`config.mk`:
```
export PLATFORM = sky130hd
export DESIGN_NAME = clock_core
export DESIGN_NICKNAME = d
export VERILOG_FILES = /design/src/rtl/clock_pkg.sv /design/src/rtl/key_edge.sv /design/src/rtl/clock_core.sv
export SDC_FILE = /design/constraint.sdc
export NUM_CORES = 1
export LEC_CHECK = 0
export ABC_AREA = 1
export CAP_MARGIN = 20
export CORE_ASPECT_RATIO = 1.75
export CORE_MARGIN = 2
export CORE_UTILIZATION = 40
export DETAILED_ROUTE_END_ITERATION = 12
export PLACE_DENSITY_LB_ADDON = 0.25
export REMOVE_ABC_BUFFERS = 1
export SLEW_MARGIN = 25
export SYNTH_ARGS = -nofsm -noshare
export SYNTH_HDL_FRONTEND = slang
export SYNTH_HIERARCHICAL = 1
export SYNTH_SLANG_ARGS = --single-unit
```
`constraint.sdc`:
```
create_clock -name CP -period 1.8 [get_ports CP]
set_input_delay 0.36 -clock CP [delete_from_list [all_inputs] [get_ports CP]]
set_output_delay 0.36 -clock CP [all_outputs]
set_load 0.02 [all_outputs]
```
`src/rtl/clock_pkg.sv`:
```
// Shared definitions for the clock timekeeping stage: function numbers
// (state encoding shown on NUM), BCD field limits and the BCD increment helper.
package clock_pkg;

  localparam logic [1:0] MODE_RUN      = 2'd0;
  localparam logic [1:0] MODE_SET_HOUR = 2'd1;
  localparam logic [1:0] MODE_SET_MIN  = 2'd2;
  localparam logic [1:0] MODE_SET_SEC  = 2'd3;

  localparam logic [7:0] HOUR_MAX   = 8'h23;
  localparam logic [7:0] MINSEC_MAX = 8'h59;

  typedef enum logic [1:0] {
    ST_RUN      = MODE_RUN,
    ST_SET_HOUR = MODE_SET_HOUR,
    ST_SET_MIN  = MODE_SET_MIN,
    ST_SET_SEC  = MODE_SET_SEC
  } state_t;

  // value: the BCD byte plus one (units 9 carries into tens), not yet limited.
  // wrap:  the input sits at the field limit, so the caller must load 00.
  typedef struct packed {
    logic       wrap;
    logic [7:0] value;
  } bcd_inc_t;

  function automatic bcd_inc_t bcd_inc(input logic [7:0] value, input logic [7:0] max);
    bcd_inc_t res;
    if (value[3:0] == 4'd9) begin
      res.value = {value[7:4] + 4'd1, 4'd0};
    end else begin
      res.value = {value[7:4], value[3:0] + 4'd1};
    end
    res.wrap = (value == max);
    return res;
  endfunction

endpackage

```
`src/rtl/key_edge.sv`:
```
// Key input conditioner: two-flop synchroniser for an asynchronous, externally
// debounced key level, then a previous-value flop; pulse is one cycle per press.
module key_edge (
  input  logic CP,
  input  logic nCR,
  input  logic key,
  output logic pulse
);

  logic sync1_r;
  logic sync2_r;
  logic prev_r;

  // synchronise the key level and remember last cycle's synchronised value
  always_ff @(posedge CP or negedge nCR) begin
    if (!nCR) begin
      sync1_r <= 1'b0;
      sync2_r <= 1'b0;
      prev_r  <= 1'b0;
    end else begin
      sync1_r <= key;
      sync2_r <= sync1_r;
      prev_r  <= sync2_r;
    end
  end

  // rising edge only; releasing the key produces nothing
  assign pulse = sync2_r & ~prev_r;

endmodule

```
`src/rtl/clock_core.sv`:
```
// Timekeeping stage: BCD hh:mm:ss advanced once per CLK_DIV cycles of CP in RUN,
// with mode/inc keys to set each field. Optional hourly chime is built only
// when the macro CLOCK_CHIME_EN is defined; otherwise chime is tied low.
module clock_core
  import clock_pkg::*;
#(
  parameter int CLK_DIV = 1000
) (
  input  logic       CP,
  input  logic       nCR,
  input  logic       key_mode,
  input  logic       key_inc,
  output logic [7:0] hour,
  output logic [7:0] minute,
  output logic [7:0] second,
  output logic [1:0] NUM,
  output logic       tick,
  output logic       chime
);

  localparam int PRESC_W = $clog2(CLK_DIV);
  localparam logic [PRESC_W-1:0] PRESC_LAST = PRESC_W'(CLK_DIV - 1);
  localparam logic [PRESC_W-1:0] PRESC_ONE  = PRESC_W'(1);

  state_t             state_r;
  logic [PRESC_W-1:0] prescale_r;
  logic [7:0]         hour_r;
  logic [7:0]         minute_r;
  logic [7:0]         second_r;

  logic     mode_edge_s;
  logic     inc_edge_s;
  logic     tick_s;
  bcd_inc_t hour_inc_s;
  bcd_inc_t min_inc_s;
  bcd_inc_t sec_inc_s;
  logic [7:0] hour_next_s;
  logic [7:0] min_next_s;
  logic [7:0] sec_next_s;
  logic [7:0] run_hour_s;
  logic [7:0] run_min_s;
  logic [7:0] run_sec_s;

  key_edge u_mode_edge (.CP(CP), .nCR(nCR), .key(key_mode), .pulse(mode_edge_s));
  key_edge u_inc_edge  (.CP(CP), .nCR(nCR), .key(key_inc),  .pulse(inc_edge_s));

  assign tick_s = (state_r == ST_RUN) && (prescale_r == PRESC_LAST);

  // per-field increment with wrap to 00 at the field limit
  assign hour_inc_s  = bcd_inc(hour_r,   HOUR_MAX);
  assign min_inc_s   = bcd_inc(minute_r, MINSEC_MAX);
  assign sec_inc_s   = bcd_inc(second_r, MINSEC_MAX);
  assign hour_next_s = hour_inc_s.wrap ? 8'h00 : hour_inc_s.value;
  assign min_next_s  = min_inc_s.wrap  ? 8'h00 : min_inc_s.value;
  assign sec_next_s  = sec_inc_s.wrap  ? 8'h00 : sec_inc_s.value;

  // time after one running second, carrying seconds -> minutes -> hours
  always_comb begin
    run_sec_s  = sec_next_s;
    run_min_s  = minute_r;
    run_hour_s = hour_r;
    if (sec_inc_s.wrap) begin
      run_min_s = min_next_s;
      if (min_inc_s.wrap) begin
        run_hour_s = hour_next_s;
      end else begin
        run_hour_s = hour_r;
      end
    end else begin
      run_min_s  = minute_r;
      run_hour_s = hour_r;
    end
  end

  // function state machine, prescaler and time registers
  always_ff @(posedge CP or negedge nCR) begin
    if (!nCR) begin
      state_r    <= ST_RUN;
      prescale_r <= '0;
      hour_r     <= 8'h00;
      minute_r   <= 8'h00;
      second_r   <= 8'h00;
    end else begin
      case (state_r)
        ST_RUN: begin
          if (tick_s) begin
            second_r <= run_sec_s;
            minute_r <= run_min_s;
            hour_r   <= run_hour_s;
          end
          if (mode_edge_s) begin
            state_r    <= ST_SET_HOUR;
            prescale_r <= '0;
          end else if (tick_s) begin
            prescale_r <= '0;
          end else begin
            prescale_r <= prescale_r + PRESC_ONE;
          end
        end
        ST_SET_HOUR: begin
          prescale_r <= '0;
          if (mode_edge_s) begin
            state_r <= ST_SET_MIN;
          end else if (inc_edge_s) begin
            hour_r <= hour_next_s;
          end
        end
        ST_SET_MIN: begin
          prescale_r <= '0;
          if (mode_edge_s) begin
            state_r <= ST_SET_SEC;
          end else if (inc_edge_s) begin
            minute_r <= min_next_s;
          end
        end
        ST_SET_SEC: begin
          prescale_r <= '0;
          if (mode_edge_s) begin
            state_r <= ST_RUN;
          end else if (inc_edge_s) begin
            second_r <= sec_next_s;
          end
        end
        default: begin
          state_r    <= ST_RUN;
          prescale_r <= '0;
        end
      endcase
    end
  end

`ifdef CLOCK_CHIME_EN
  logic chime_r;

  // chime high through xx:59:55..xx:59:59 while running, low in any SET state
  always_ff @(posedge CP or negedge nCR) begin
    if (!nCR) begin
      chime_r <= 1'b0;
    end else if ((state_r != ST_RUN) || mode_edge_s) begin
      chime_r <= 1'b0;
    end else if (tick_s) begin
      chime_r <= (run_min_s == MINSEC_MAX) && (run_sec_s >= 8'h55);
    end else begin
      chime_r <= chime_r;
    end
  end

  assign chime = chime_r;
`else
  assign chime = 1'b0;
`endif

  assign hour   = hour_r;
  assign minute = minute_r;
  assign second = second_r;
  assign NUM    = state_r;
  assign tick   = tick_s;

endmodule

```
# [After elaboration in Yosys (flattened, before gate mapping)]
# Cells that the tools add are included.
[totals] inputBits=4 mem_bits_ro=0 out_inout_bits=28 mem_bits_rw=0 wordCells=84 n_memories=0 register_bits=42 latchBits=0
[op_classes] bitwise_logic=4 muxes=29 shift=0 n_addsub=7 n_div=0 n_eq_ne=23 reduce_logical=10 magnitude_cmp=0 mul=0
[op_table] operator="8-bit two-way mux" count=18
[op_table] operator="8-bit case mux with 2 select lines" count=3
[op_table] operator="2-bit != test, second input constant" count=13
[op_table] operator="4-bit by 1-bit adder with 4-bit output, second input constant" count=6
[op_table] operator="10-bit two-way mux" count=2
[op_table] operator="10-bit case mux with 2 select lines" count=1
[op_table] operator="8-bit by 7-bit == test with 1-bit output, second input constant" count=2
[op_table] operator="4-bit == test, second input constant" count=3
[op_table] operator="10-bit by 1-bit adder with 10-bit output, second input constant" count=1
[op_table] operator="10-bit == test, second input constant" count=1
[op_table] operator="8-bit by 6-bit == test with 1-bit output, second input constant" count=1
[op_table] operator="2-bit two-way mux" count=4
[op_table] operator="2-bit case mux with 4 select lines" count=1
[op_table] operator="4-bit AND reduction" count=2
[op_table] operator="6-bit AND reduction" count=1
[op_table] operator="2-bit nonzero test" count=3
[op_table] operator="5-bit AND reduction" count=1
[op_table] operator="2-bit == test, second input constant" count=2
[op_table] operator="3-bit OR reduction" count=1
[op_table] operator="1-bit AND" count=2
[op_table] operator="2-bit by 1-bit == test with 1-bit output, second input constant" count=1
[op_table] operator="2-bit logical NOT" count=1
[op_table] operator="1-bit NOT" count=2
[op_table] operator="1-bit logical AND" count=1

# [Depth between registers and ports, before layout]
[logic_depth] word_depth=7 ltp_mapped=11

# [By module]
# Netlist, hierarchy kept.
[modules_own_cells] mod="clock_core" n_inst=1 cells_each=269 seq_area_each_um2=900.9 area_per_inst_um2=2232.1
[modules_own_cells] mod="key_edge" n_inst=2 cells_each=5 seq_area_each_um2=75.1 area_per_inst_um2=85.1

# [Worst setup path after synthesis]
# Ideal clock, no wire load.
[synth_timing] path_kind="register -> output" start="register state_r[0], in the netlist NUM[0]" end="output tick" path_slack_ns=-0.294 t_arrival_ns=1.734 path_buffers=0 stages_incl_launch_ff=5 cell_sequence="dfrtp_1 -> inv_1 -> ha_1 -> inv_1 -> nor4_1"
[synth_between] elab_chain_cells=2
[synth_rtl] item="start: declaration" line="clock_core.sv:25" source="state_t state_r;"
[synth_rtl] item="start signal: assignment" line="clock_core.sv:78" source="state_r <= ST_RUN;"
[synth_rtl] item="start signal: assignment" line="clock_core.sv:92" source="state_r <= ST_SET_HOUR;"
[synth_rtl] item="start signal: assignment" line="clock_core.sv:103" source="state_r <= ST_SET_MIN;"
[synth_rtl] item="2-bit logical NOT" line="clock_core.sv:47" source="assign tick_s = (state_r == ST_RUN) && (prescale_r == PRESC_LAST);"
[synth_rtl] item="1-bit logical AND" line="clock_core.sv:47"
[synth_rtl] item="end: declaration" line="clock_core.sv:17" source="output logic tick,"
# No other way between the ends.

# [Final worst setup path]
# Same ends and word-level chain as after synthesis.

==> summary.txt <==
Worst setup path
  – Crit-path most repeated cell: inv_1
  – Slowest cell delay on critical path: 380 ps
  – Crit path DAT: 1420 ps
  – CP delay by family, top: flip-flops
  – Critical Setup Path Class: reg -> out
  – Crit-path slowest cell: dfrtp_1
  – Crit start category: flip-flop
  – CP Buf/Inv Count: 3
  – Setup crit end kind: output pin
  – Cells along the critical path: inv_1, ha_1, inv_1, nor4_2, buf_4
  – Worst Path Required: 1440 ps
  – CP Depth: 5
  – Worst R2R Path Depth: 10
  – Crit-path max FO: 2

STA
  – Worst-Margin Slew: 544.7 ps
  – Fmax: 562.3 MHz
  – Final WS setup: 21.71 ps
  – Fin. max-slew vios: 0
  – Setup TNS: 0 ps
  – Min Clock Period, post-route: 1778 ps
  – Unrepaired setup endpoints after global routing: yes
  – Clock skew: 16.64 ps
  – Final hold vios: 0
  – Final setup vio count: 0
  – Max_slew headroom: 63.69%
  – Fin crit share: 98.79%

Placed design
  – Final GP Congestion: 0.7836
  – Inst Count DP: 406
  – IO buf count: 30
  – Worst Setup Slack post-DPL: -149.0 ps
  – DP HPWL: 3460 um

GRT
  – First-pass GRT wire length: 8314 um
  – Total global-route track usage: 15.44%
  – Overflow after GRT: 0
  – Vias in the first global route: 1945
  – Antenna violations before repair: 0
  – Pin count of the biggest net entering global routing: 43

Clocking
  – Clock buffer count from CTS: 5
  – TritonCTS sink count: 42
  – Setup Buffers After CTS: 0
  – Worst skew pair latency: 310 ps
  – H-Tree Depth: 2
  – Clock buffer depth: 2
  – Root Driver: clkbuf_8
  – Clk slew on worst S/H paths: 90 ps
  – CTS tree: done
  – # hold bufs at CTS: 0

Detailed routing
  – Remaining DRCs: 0
  – Max layer used: met4
  – Met2 WL: 2621 um
  – Post-route ant nets: 0
  – Met1 wire length: 1916 um
  – Vias per cell: 4.764
  – Drt wl/cell: 11.43 um
  – DR iter-0 viols: 36
  – Drt first pass iters: 4
  – Routed vias: 1977
  – DR WL met3: 101 um
  – Routed WL: 4743 um

Outcome
  – Status: finished, final reports clean

Floorplanning
  – Die X: 62.58 um
  – Die Y: 106.5 um
  – Die area: 6666 um2
  – Core area: 5833 um2
  – Starting Density: 41.18%
  – I/O pin total: 32
  – # rows: 37

Finish
  – Number of nets in the layout: 358
  – Antenna cell count: 0
  – Layout Area Growth over Synthesis: 27.92%
  – Fraction of layout cells with a size suffix above 1: 18.99%
  – Final Util: 52.68%
  – Non-Filler Instances: 415
  – Fillers: 568

Job
  – MaxCap Viol Count: 0

Hold path
  – Worst Hold Class: in -> async

Synthesis
  – Syn Inst Count: 279
  – Synth Area per Inst: 8.610 um2
  – Mapped Area: 2402 um2
  – Yosys reg bits: 42
  – Synth unique cells: 30
  – Sequential fraction of the synthesis area: 43.75%
  – Yosys warnings: 6

Power and ir drop
  – Max VDD drop: 0.6597 mV
  – Cell Pwr Density: 1248 nW/um2
  – Leakage: 0.001546 uW
[registers in the layout, summed over array words and instances (netlist names)]
signal / count
minute: 8
u_mode_edge/sync1_r: 1
hour: 8
prescale_r: 10
u_inc_edge/sync1_r: 1
u_mode_edge/prev_r: 1
NUM: 2
u_inc_edge/prev_r: 1
u_inc_edge/sync2_r: 1
second: 8
u_mode_edge/sync2_r: 1
[cells in the final DEF, fill, tap and decap left out, types with 6 or more instances in the layout]
cell type	count
clkdlybuf4s50_1	21
nor2_1	33
o21ai_0	15
inv_1	25
xor2_1	9
ha_1	18
clkbuf_8	6
dlymetal6s2s_1	7
nor3_1	6
nand2_1	58
buf_4	21
nand3_1	22
dfrtp_1	42
[through the flow]
| step | hold slack, ps | instance area, um2 | power [uW] |
|---|---|---|---|
| after floorplan | 64.41 | 2395 | 2472 |
| after global placement | 333.0 | 2938 | 3127 |
| after detailed placement | 337.2 | 2938 | 3167 |
| after CTS | 142.7 | 3028 | 3826 |
| after global routing | 174.1 | 3073 | 4172 |
| final | 118.8 | 3073 | 3834 |
[synth_stat cells, drive strengths merged]
| library cell | number | area share (%) |
|---|---|---|
| nand2 | 64 | 11 |
| conb | 1 | 0.16 |
| nand3b | 2 | 1.1 |
| xor2 | 9 | 3.3 |
| dfrtp | 42 | 44 |
| nor4 | 1 | 0.26 |
| buf | 1 | 0.31 |
| ha | 18 | 9.4 |
| xnor2 | 3 | 1.1 |
| nand4 | 4 | 1.0 |
| nor2 | 38 | 6.9 |
| nor3b | 2 | 0.62 |
| nand3 | 28 | 7.4 |
| or2 | 5 | 1.3 |
| inv | 30 | 4.7 |
| a21oi | 3 | 0.78 |
| a31o | 2 | 0.73 |
| o21ai | 20 | 4.6 |
| nor3 | 6 | 1.3 |
[path summary, 6_finish.rpt]
check / startpoint / end / slack, ps
setup / recovery: NUM[0] / tick / 20
setup reg to reg: NUM[0] / hour[3] / 200
hold reg to reg: u_mode_edge/sync1_r / u_mode_edge/sync2_r / 350
max in group asynchronous: nCR / u_mode_edge/sync2_r / 1300
min in group CP: u_mode_edge/sync1_r / u_mode_edge/sync2_r / 350
hold / removal: nCR / hour[4] / 120
[repair_timing]
action,CTS,global route
gates resized for setup,6,11
endpoints found under the setup margin,1,13
pin swaps,0,1
gates cloned,0,1
[cell families (layout without fill, tap and decap cells)]
| family | after synthesis | count (layout) | synth area share [%] |
|---|---|---|---|
| AND/OR/NAND/NOR | 150 | 151 | 31.20 |
| flip-flops | 42 | 42 | 43.75 |
| buffers and inverters | 31 | 88 | 5.000 |
| AO/OA/AOI/OAI | 25 | 25 | 6.146 |
| adder cells (fa/ha/maj) | 18 | 18 | 9.375 |
| XOR/XNOR | 12 | 12 | 4.375 |
| other | 1 | 1 | 0.1561 |
[per-layer routing]
layer	vias to the layer above	GRT usage, %
met3	9	2.328
met4	0	7.143
li1	1010	-
met1	933	16.51
met5	-	0
met2	25	29.19
[power breakdown]
group	leakage [uW]	internal, uW	switching [uW]
clock network	0.0000472	309	338
logic	0.000944	815	1120
registers	0.000555	1110	144
[layout make-up]
class                      count  area [um2]  share of cell area, %
multi-input combinational    207        1256                  40.88
sequential                    42        1051                  34.20
timing repair buffer          50       460.4                  14.98
inverter                      30       112.6                  3.664
tap                           78       97.59                  3.176
clock buffer                   6       82.58                  2.687
clock inverter                 2       12.51                 0.4072
Power figures use the tool's default switching activity.
